===== src/rtl/wb_port_arbiter.sv =====
`default_nettype none
// ============================================================================
// wb_port_arbiter: shares the register-file write port between the WB stage
// and a FIFO of multi-cycle-unit results. The pipeline has priority, and a
// starvation counter drains the FIFO.
// Optional feature: WB_ARB_BYPASS_EN (an MCU result skips an idle, empty FIFO).
// Rev 1.0
// ============================================================================
module wb_port_arbiter #(
  parameter int DEPTH      = 2,
  parameter int STARVE_MAX = 4
) (
  input  logic        clk,
  input  logic        rst,
  input  logic        pipe_valid_in,
  input  logic [4:0]  pipe_rd_in,
  input  logic [31:0] pipe_data_in,
  input  logic        mcu_valid_in,
  input  logic [4:0]  mcu_rd_in,
  input  logic [31:0] mcu_data_in,
  output logic        mcu_ready_out,
  output logic        pipe_stall_out,
  output logic        rf_we_out,
  output logic [4:0]  rf_waddr_out,
  output logic [31:0] rf_wdata_out
);

  localparam int AW = $clog2(DEPTH);
  localparam int CW = AW + 1;
  localparam int SW = $clog2(STARVE_MAX + 1);
  localparam logic [CW-1:0] C_DEPTH      = CW'(DEPTH);
  localparam logic [SW-1:0] C_STARVE_MAX = SW'(STARVE_MAX);

  logic [36:0]   r_mem [DEPTH];
  logic [AW-1:0] r_wptr;
  logic [AW-1:0] r_rptr;
  logic [CW-1:0] r_count;
  logic [SW-1:0] r_starve;
  logic          r_rf_we;
  logic [4:0]    r_rf_waddr;
  logic [31:0]   r_rf_wdata;

  logic          w_nonempty;
  logic          w_bypass;
  logic          w_push;
  logic          w_pop;
  logic          w_grant;
  logic [4:0]    w_rd;
  logic [31:0]   w_data;

  // Both flow-control outputs come purely from registered state.
  assign w_nonempty     = (r_count != '0);
  assign mcu_ready_out  = (r_count < C_DEPTH);
  assign pipe_stall_out = w_nonempty && (r_starve == C_STARVE_MAX);

`ifdef WB_ARB_BYPASS_EN
  assign w_bypass = mcu_valid_in && !w_nonempty && !pipe_valid_in && !pipe_stall_out;
`else
  assign w_bypass = 1'b0;
`endif

  assign w_push = mcu_valid_in && mcu_ready_out && !w_bypass;

  always_comb begin
    w_pop   = 1'b0;
    w_grant = 1'b0;
    w_rd    = r_mem[r_rptr][36:32];
    w_data  = r_mem[r_rptr][31:0];
    if (pipe_stall_out) begin
      w_pop   = 1'b1;
      w_grant = 1'b1;
    end else if (pipe_valid_in) begin
      w_grant = 1'b1;
      w_rd    = pipe_rd_in;
      w_data  = pipe_data_in;
    end else if (w_nonempty) begin
      w_pop   = 1'b1;
      w_grant = 1'b1;
    end else if (w_bypass) begin
      w_grant = 1'b1;
      w_rd    = mcu_rd_in;
      w_data  = mcu_data_in;
    end
  end

  // Storage carries no reset; validity is tracked entirely by r_count.
  always_ff @(posedge clk) begin
    if (w_push) begin
      r_mem[r_wptr] <= {mcu_rd_in, mcu_data_in};
    end
  end

  always_ff @(posedge clk) begin
    if (rst) begin
      r_wptr     <= '0;
      r_rptr     <= '0;
      r_count    <= '0;
      r_starve   <= '0;
      r_rf_we    <= 1'b0;
      r_rf_waddr <= '0;
      r_rf_wdata <= '0;
    end else begin
      if (w_push) begin
        r_wptr <= r_wptr + 1'b1;
      end
      if (w_pop) begin
        r_rptr <= r_rptr + 1'b1;
      end
      case ({w_push, w_pop})
        2'b10:   r_count <= r_count + 1'b1;
        2'b01:   r_count <= r_count - 1'b1;
        default: r_count <= r_count;
      endcase

      if (w_pop || !w_nonempty) begin
        r_starve <= '0;
      end else if (r_starve != C_STARVE_MAX) begin
        r_starve <= r_starve + 1'b1;
      end

      // x0 results are consumed normally but never reach the register file.
      if (w_grant) begin
        r_rf_we    <= (w_rd != 5'd0);
        r_rf_waddr <= w_rd;
        r_rf_wdata <= w_data;
      end else begin
        r_rf_we    <= 1'b0;
      end
    end
  end

  assign rf_we_out    = r_rf_we;
  assign rf_waddr_out = r_rf_waddr;
  assign rf_wdata_out = r_rf_wdata;

endmodule
`default_nettype wire


===== config.mk =====
export PLATFORM = sky130hd
export DESIGN_NAME = wb_port_arbiter
export DESIGN_NICKNAME = d
export VERILOG_FILES = /design/src/rtl/wb_port_arbiter.sv
export SDC_FILE = /design/constraint.sdc
export NUM_CORES = 1
export LEC_CHECK = 0
export CAP_MARGIN = 5
export CORE_AREA = 3 3 103 105
export DETAILED_ROUTE_END_ITERATION = 12
export DIE_AREA = 0 0 106 108
export PLACE_DENSITY = 0.92
export SKIP_CTS_REPAIR_TIMING = 1
export SLEW_MARGIN = 20
export SYNTH_ARGS = -nofsm -noshare
export SYNTH_HDL_FRONTEND = slang
export SYNTH_SLANG_ARGS = --single-unit

===== constraint.sdc =====
create_clock -name clk -period 8.65 [get_ports clk]
set_clock_uncertainty 0.1 [all_clocks]
set_input_delay 2.595 -clock clk [delete_from_list [all_inputs] [get_ports clk]]
set_output_delay 2.595 -clock clk [all_outputs]
set_load 0.01 [all_outputs]

---- Yosys cells after proc, flatten, opt, wreduce, memory -nomap -nowiden ----
Memories as Yosys holds them, arrays and structs flattened. A register that Yosys moved wholly into a read port is not among the register bits.
Cells that the tools add are included.
cells by class
  add/subtract/negate cells ............... 5
  order comparisons ....................... 1
  equal/unequal tests ..................... 4
  mux-type cells .......................... 14
  bitwise gates (word level) .............. 1
  reductions and logical operators ........ 9
operators by type and width
  kind                                                                    count
  32-bit 2-to-1 mux                                                       2
  5-bit 2-to-1 mux                                                        2
  1-bit 2-to-1 mux                                                        9
  5-bit nonzero test                                                      1
  2-bit one-hot mux with 2 select lines                                   1
  2-bit nonzero test                                                      2
  2-bit OR reduction                                                      2
  3-bit by 1-bit adder with 3-bit output (second input constant)          1
  3-bit equality test (second input constant)                             1
  3-bit != test (second input constant)                                   1
  1-bit adder (second input constant)                                     2
  2-bit by 1-bit adder with 2-bit output (second input constant)          1
  2-bit by 1-bit equality test with 1-bit output (second input constant)  1
  2-bit equality test (second input constant)                             1
  1-bit logical AND                                                       2
  2-bit < comparator (second input constant)                              1
  2-bit by 1-bit subtractor with 2-bit output (second input constant)     1
  1-bit logical NOT                                                       1
  1-bit logical OR                                                        1
  1-bit inverter                                                          1
storage, ports and cells
  flip-flop bits (word level) ............. 45
  memory bits (writable) .................. 74
  input port bits ......................... 78
  output and inout bits ................... 40
  logic and storage cells ................. 42
  memories kept ........................... 1
memories
  memory  words  bits a word  rd ports  clocked after memory_dff  wr ports  RTL line  source
  r_mem   2      37           1         1                         1         34        logic [36:0] r_mem [DEPTH];

---- Longest topological paths before layout ----
  depth after elaboration ................. 6
  gate-level depth with buffers ........... 8
  depth with buffers taken out ............ 8

---- Worst setup path before layout ----
Ideal clock, no wire load.
  path type ............................... input to register
  from .................................... input mcu_valid_in
  to ...................................... memory r_mem[0][0] (enable)
  library setup time ...................... 431 ps
  arrival time ............................ 4260 ps
  data required time ...................... 8119 ps
  setup slack ............................. 3859 ps
  stages on the path ...................... 2
  path buffers ............................ 0
  cells stage by stage .................... nand2b_1 > nor2_1
between the ends
  word-level cells in the longest chain between the ends .. 3
RTL lines
  what                                    RTL line  source
  start: declaration                      18        input logic mcu_valid_in,
  1-bit logical AND                       62        assign w_push = mcu_valid_in && mcu_ready_out && !w_bypass;
  1-bit 2-to-1 mux                        88        if (w_push) begin
  1-bit 2-to-1 mux (not written as such)  89        r_mem[r_wptr] <= {mcu_rd_in, mcu_data_in};
  end: declaration                        34
Every way passes these cells.

---- Final worst setup path ----
  from .................................... register r_starve[0]
  to ...................................... output pipe_stall_out
between the ends
  word-level cells in the longest chain between the ends .. 2
RTL lines
  what                      RTL line  source
  start: declaration        38        logic [SW-1:0] r_starve;
  start signal: assignment  118       r_starve <= r_starve + 1'b1;
  3-bit equality test       54        assign pipe_stall_out = w_nonempty && (r_starve == C_STARVE_MAX);
  1-bit logical AND         54
  end: declaration          22        output logic pipe_stall_out,
Every way passes these cells.

==> run metrics <==
cell mode on critical path inv_1; VDD IR max around 0.15 mV; Synth Register Bits between 100 and 150; die area between 0.01 and 0.015 sq mm; Post-Synth Simple-Gate Area 0.0777; Critical Path Start r_starve[0]; CTS root buf clkbuf_8; placed insts 598; Worst-Skew Late Latency roughly 0.52 ns; Crit path buffers/inverters 3; CP endpoint kind output port; DRC 0; flop2flop setup slack 6.48 ns; Hold Path Origin rf_waddr_out[0]; combinational group share of total power 0.258; initial antenna violation count 0; worst-path fanout max 4; Syn Nets 453; DP HPWL roughly 7400 um; Startpoint Class flop; area leader, netlist edfxtp_1; PwrDens roughly 290 mW/mm^2; ANT cells 0; pre-CTS setup slack between 2 and 3 ns; Static Leak roughly 2.7 nW; critical path's top delay family buffers and inverters; compound-cell area share of the yosys netlist 0.0789; fin cells about 630; layout cells sized above 1 0.143; Avg Cell Area, Syn 14.1 sq um; Fin. Hold Viols 0; core area 0.00973 sq mm; Sink Count 120; Max Cap Viol 0; fin crit share 0.528; Worst EP arrival around 1.9 ns; Int Pwr approximately 1.4 mW; post-route cell area approximately 0.007 sq mm; area grow syn2layout 33.3%; slowest library cell on the worst path clkdlybuf4s50_1; area share of fa/ha/maj cells after synthesis 0.00713; PortBufs about 120; critical path class reg2out; TNS Setup 0 ns; Detailed Routing Iterations Pass 1 5; status finished, final reports clean; vias in the first global route 3,713; slew margin rel. 0.266; # rows 36; worst endpoint required time around 6 ns; first-pass GRT wire length slightly below 20,000 um; Synth area leaders edfxtp_1, dfxtp_1, mux2i_1; Tot GR Track Use 0.224; final RePlAce weighted congestion approximately 0.8; switching share of power 0.277; Final Max Slew Viols 0; CTS Buf Count 17; post-synthesis sequential area ratio 0.597; synth warn 0; setup violators final 0; RSZ-0062 raised after global routing no; reg2reg start r_count[1]; crit path cell chain inv_1 -> ha_1 -> o211ai_4 -> inv_1 -> clkdlybuf4s50_1; Clock Path Buffers 2; Detail Route Antenna Nets 0; crit-path max cell delay approximately 0.53 ns; pin count of the biggest net entering global routing 48; sequential fraction of design power 0.398; mux cell area share after synthesis 0.192; Netlist cell types 39; vias around 3,500; Clock power frac 0.344; Synth Instances ~370; final worst slack around 4 ns; Worst Hold Class reg2reg; Post-DP Area approximately 0.0064 sq mm; CTS H-tree depth 4; Switch Pwr roughly 0.56 mW; Final min period ~4.6 ns; Avg Vias per Cell 5.58; CTS tree built; Routed WL between 10,000 and 15,000 um; Vert. Die Dim 108 um; clk slew on worst S/H paths about 0.050 ns; Cell Area, Synth 0.00526 sq mm; largest family of logic cells by synthesized area multiplexers; Yosys top cell area share 0.422; Initial Utilization 0.541; DRT iter0 DRCs between 200 and 250; nets 566; die span in x about 110 um; Slew @ Worst Pin between 1 and 1.5 ns; Avg WL per Cell slightly below 20 um; Max Clock Freq about 220 MHz; Congestion Overflow GR 0; Ports roughly 120; post-layout util 0.721; xor and xnor area share after synthesis 0.00499
## power groups by stage
stage | clock [mW] | combinational [mW] | sequential (mW)
after floorplan | 0 | 0.373 | 0.788
after global placement | 0 | 0.478 | 0.802
after detailed placement | 0 | 0.500 | 0.807
after CTS | 0.695 | 0.511 | 0.800
after global routing | 0.724 | 0.555 | 0.809
final | 0.689 | 0.517 | 0.799
## final cells by class
type	count	area (sq um)
Clock inverter	9	123
Tap cell	133	166
Clock buffer	23	457
Inverter	5	18.8
Sequential cell	120	3140
Multi-Input combinational cell	222	1910
Fill cell	635	2720
Timing Repair Buffer	119	1200
## worst reg2reg max path, delay by kind of cell (launching register included)
family	cells	cell delay (ns)
AOI/OAI and AO/OA	1	0.32
DFF	1	0.47
muxes	1	0.26
and+or+nand+nor	1	0.91
## layout by cell type, fill, tap and decap left out, types with 4 or more instances in the layout
cell type and count:
nand3b_1 5, a221o_1 5, nor2_1 6, dfxtp_1 45, inv_1 4, nand2b_1 33
mux2_2 32, clkbuf_16 16, a211oi_1 32, a21oi_1 4, clkinv_2 5, edfxtp_1 74
clkbuf_1 4, mux2i_1 65, clkdlybuf4s50_1 115, a32o_1 5, nor2b_1 6
## logic make-up (layout without fill, tap and decap cells)
logic type,after synthesis,count (layout)
DFF,120,120
buffers and inverters,30,156
xor gates and xnor gates,3,3
adders and majority gates,3,3
and+or+nand+nor,67,67
AOI/OAI and AO/OA,52,52
muxes,97,97
## path summary, 6_finish.rpt
kind                            to  cells after the start
setup reg to reg  rf_wdata_out[20]                      3
hold / removal     rf_waddr_out[0]                      1
setup / recovery    pipe_stall_out                      5
hold reg to reg    rf_waddr_out[0]                      1
## stage by stage
stage          hold WS, ns  power (mW)
2_1_floorplan        0.380        1.16
3_3_place_gp         0.353        1.28
3_5_place_dp         0.375        1.31
4_1_cts              0.387        2.01
5_1_grt              0.413        2.09
6_report             0.380        2.00
## metal layers
metal,GRT usage,share of wire
met5,0,0
met4,0.114,0.023
met3,0.0609,0.053
met2,0.383,0.53
met1,0.260,0.39
## flip-flops by register name (all words and copies together), names as in the netlist, named ones only
register      cells
rf_waddr_out      5
r_mem            74
r_wptr            1
r_rptr            1
rf_we_out         1
r_starve          3
rf_wdata_out     32
r_count           2
## synth_stat cells
library cell,number
buf_6,2
buf_2,5
o21ai_0,2
or2_1,1
nand4_1,1
and2_1,1
a211oi_1,32
clkbuf_1,11
dfxtp_1,46
nor2_1,7
a21boi_0,1
nor4b_1,1
or3_1,2
ha_1,3
and3_1,3
nor4_1,1
a21oi_1,4
xnor2_1,1
clkinv_1,1
a32o_1,5
nand2_1,1
a221o_1,5
nand2b_1,33
buf_12,3
nor3b_1,1
nor3_1,3
o22ai_1,1
xor2_1,2
o211a_1,1
edfxtp_1,74
nand3b_1,5
nor3_2,1
mux2i_1,65
o211ai_4,1
inv_1,4
buf_8,3
mux2_2,32
buf_4,1
nor2b_1,6
No activity file was read; power rests on OpenSTA's default activity.
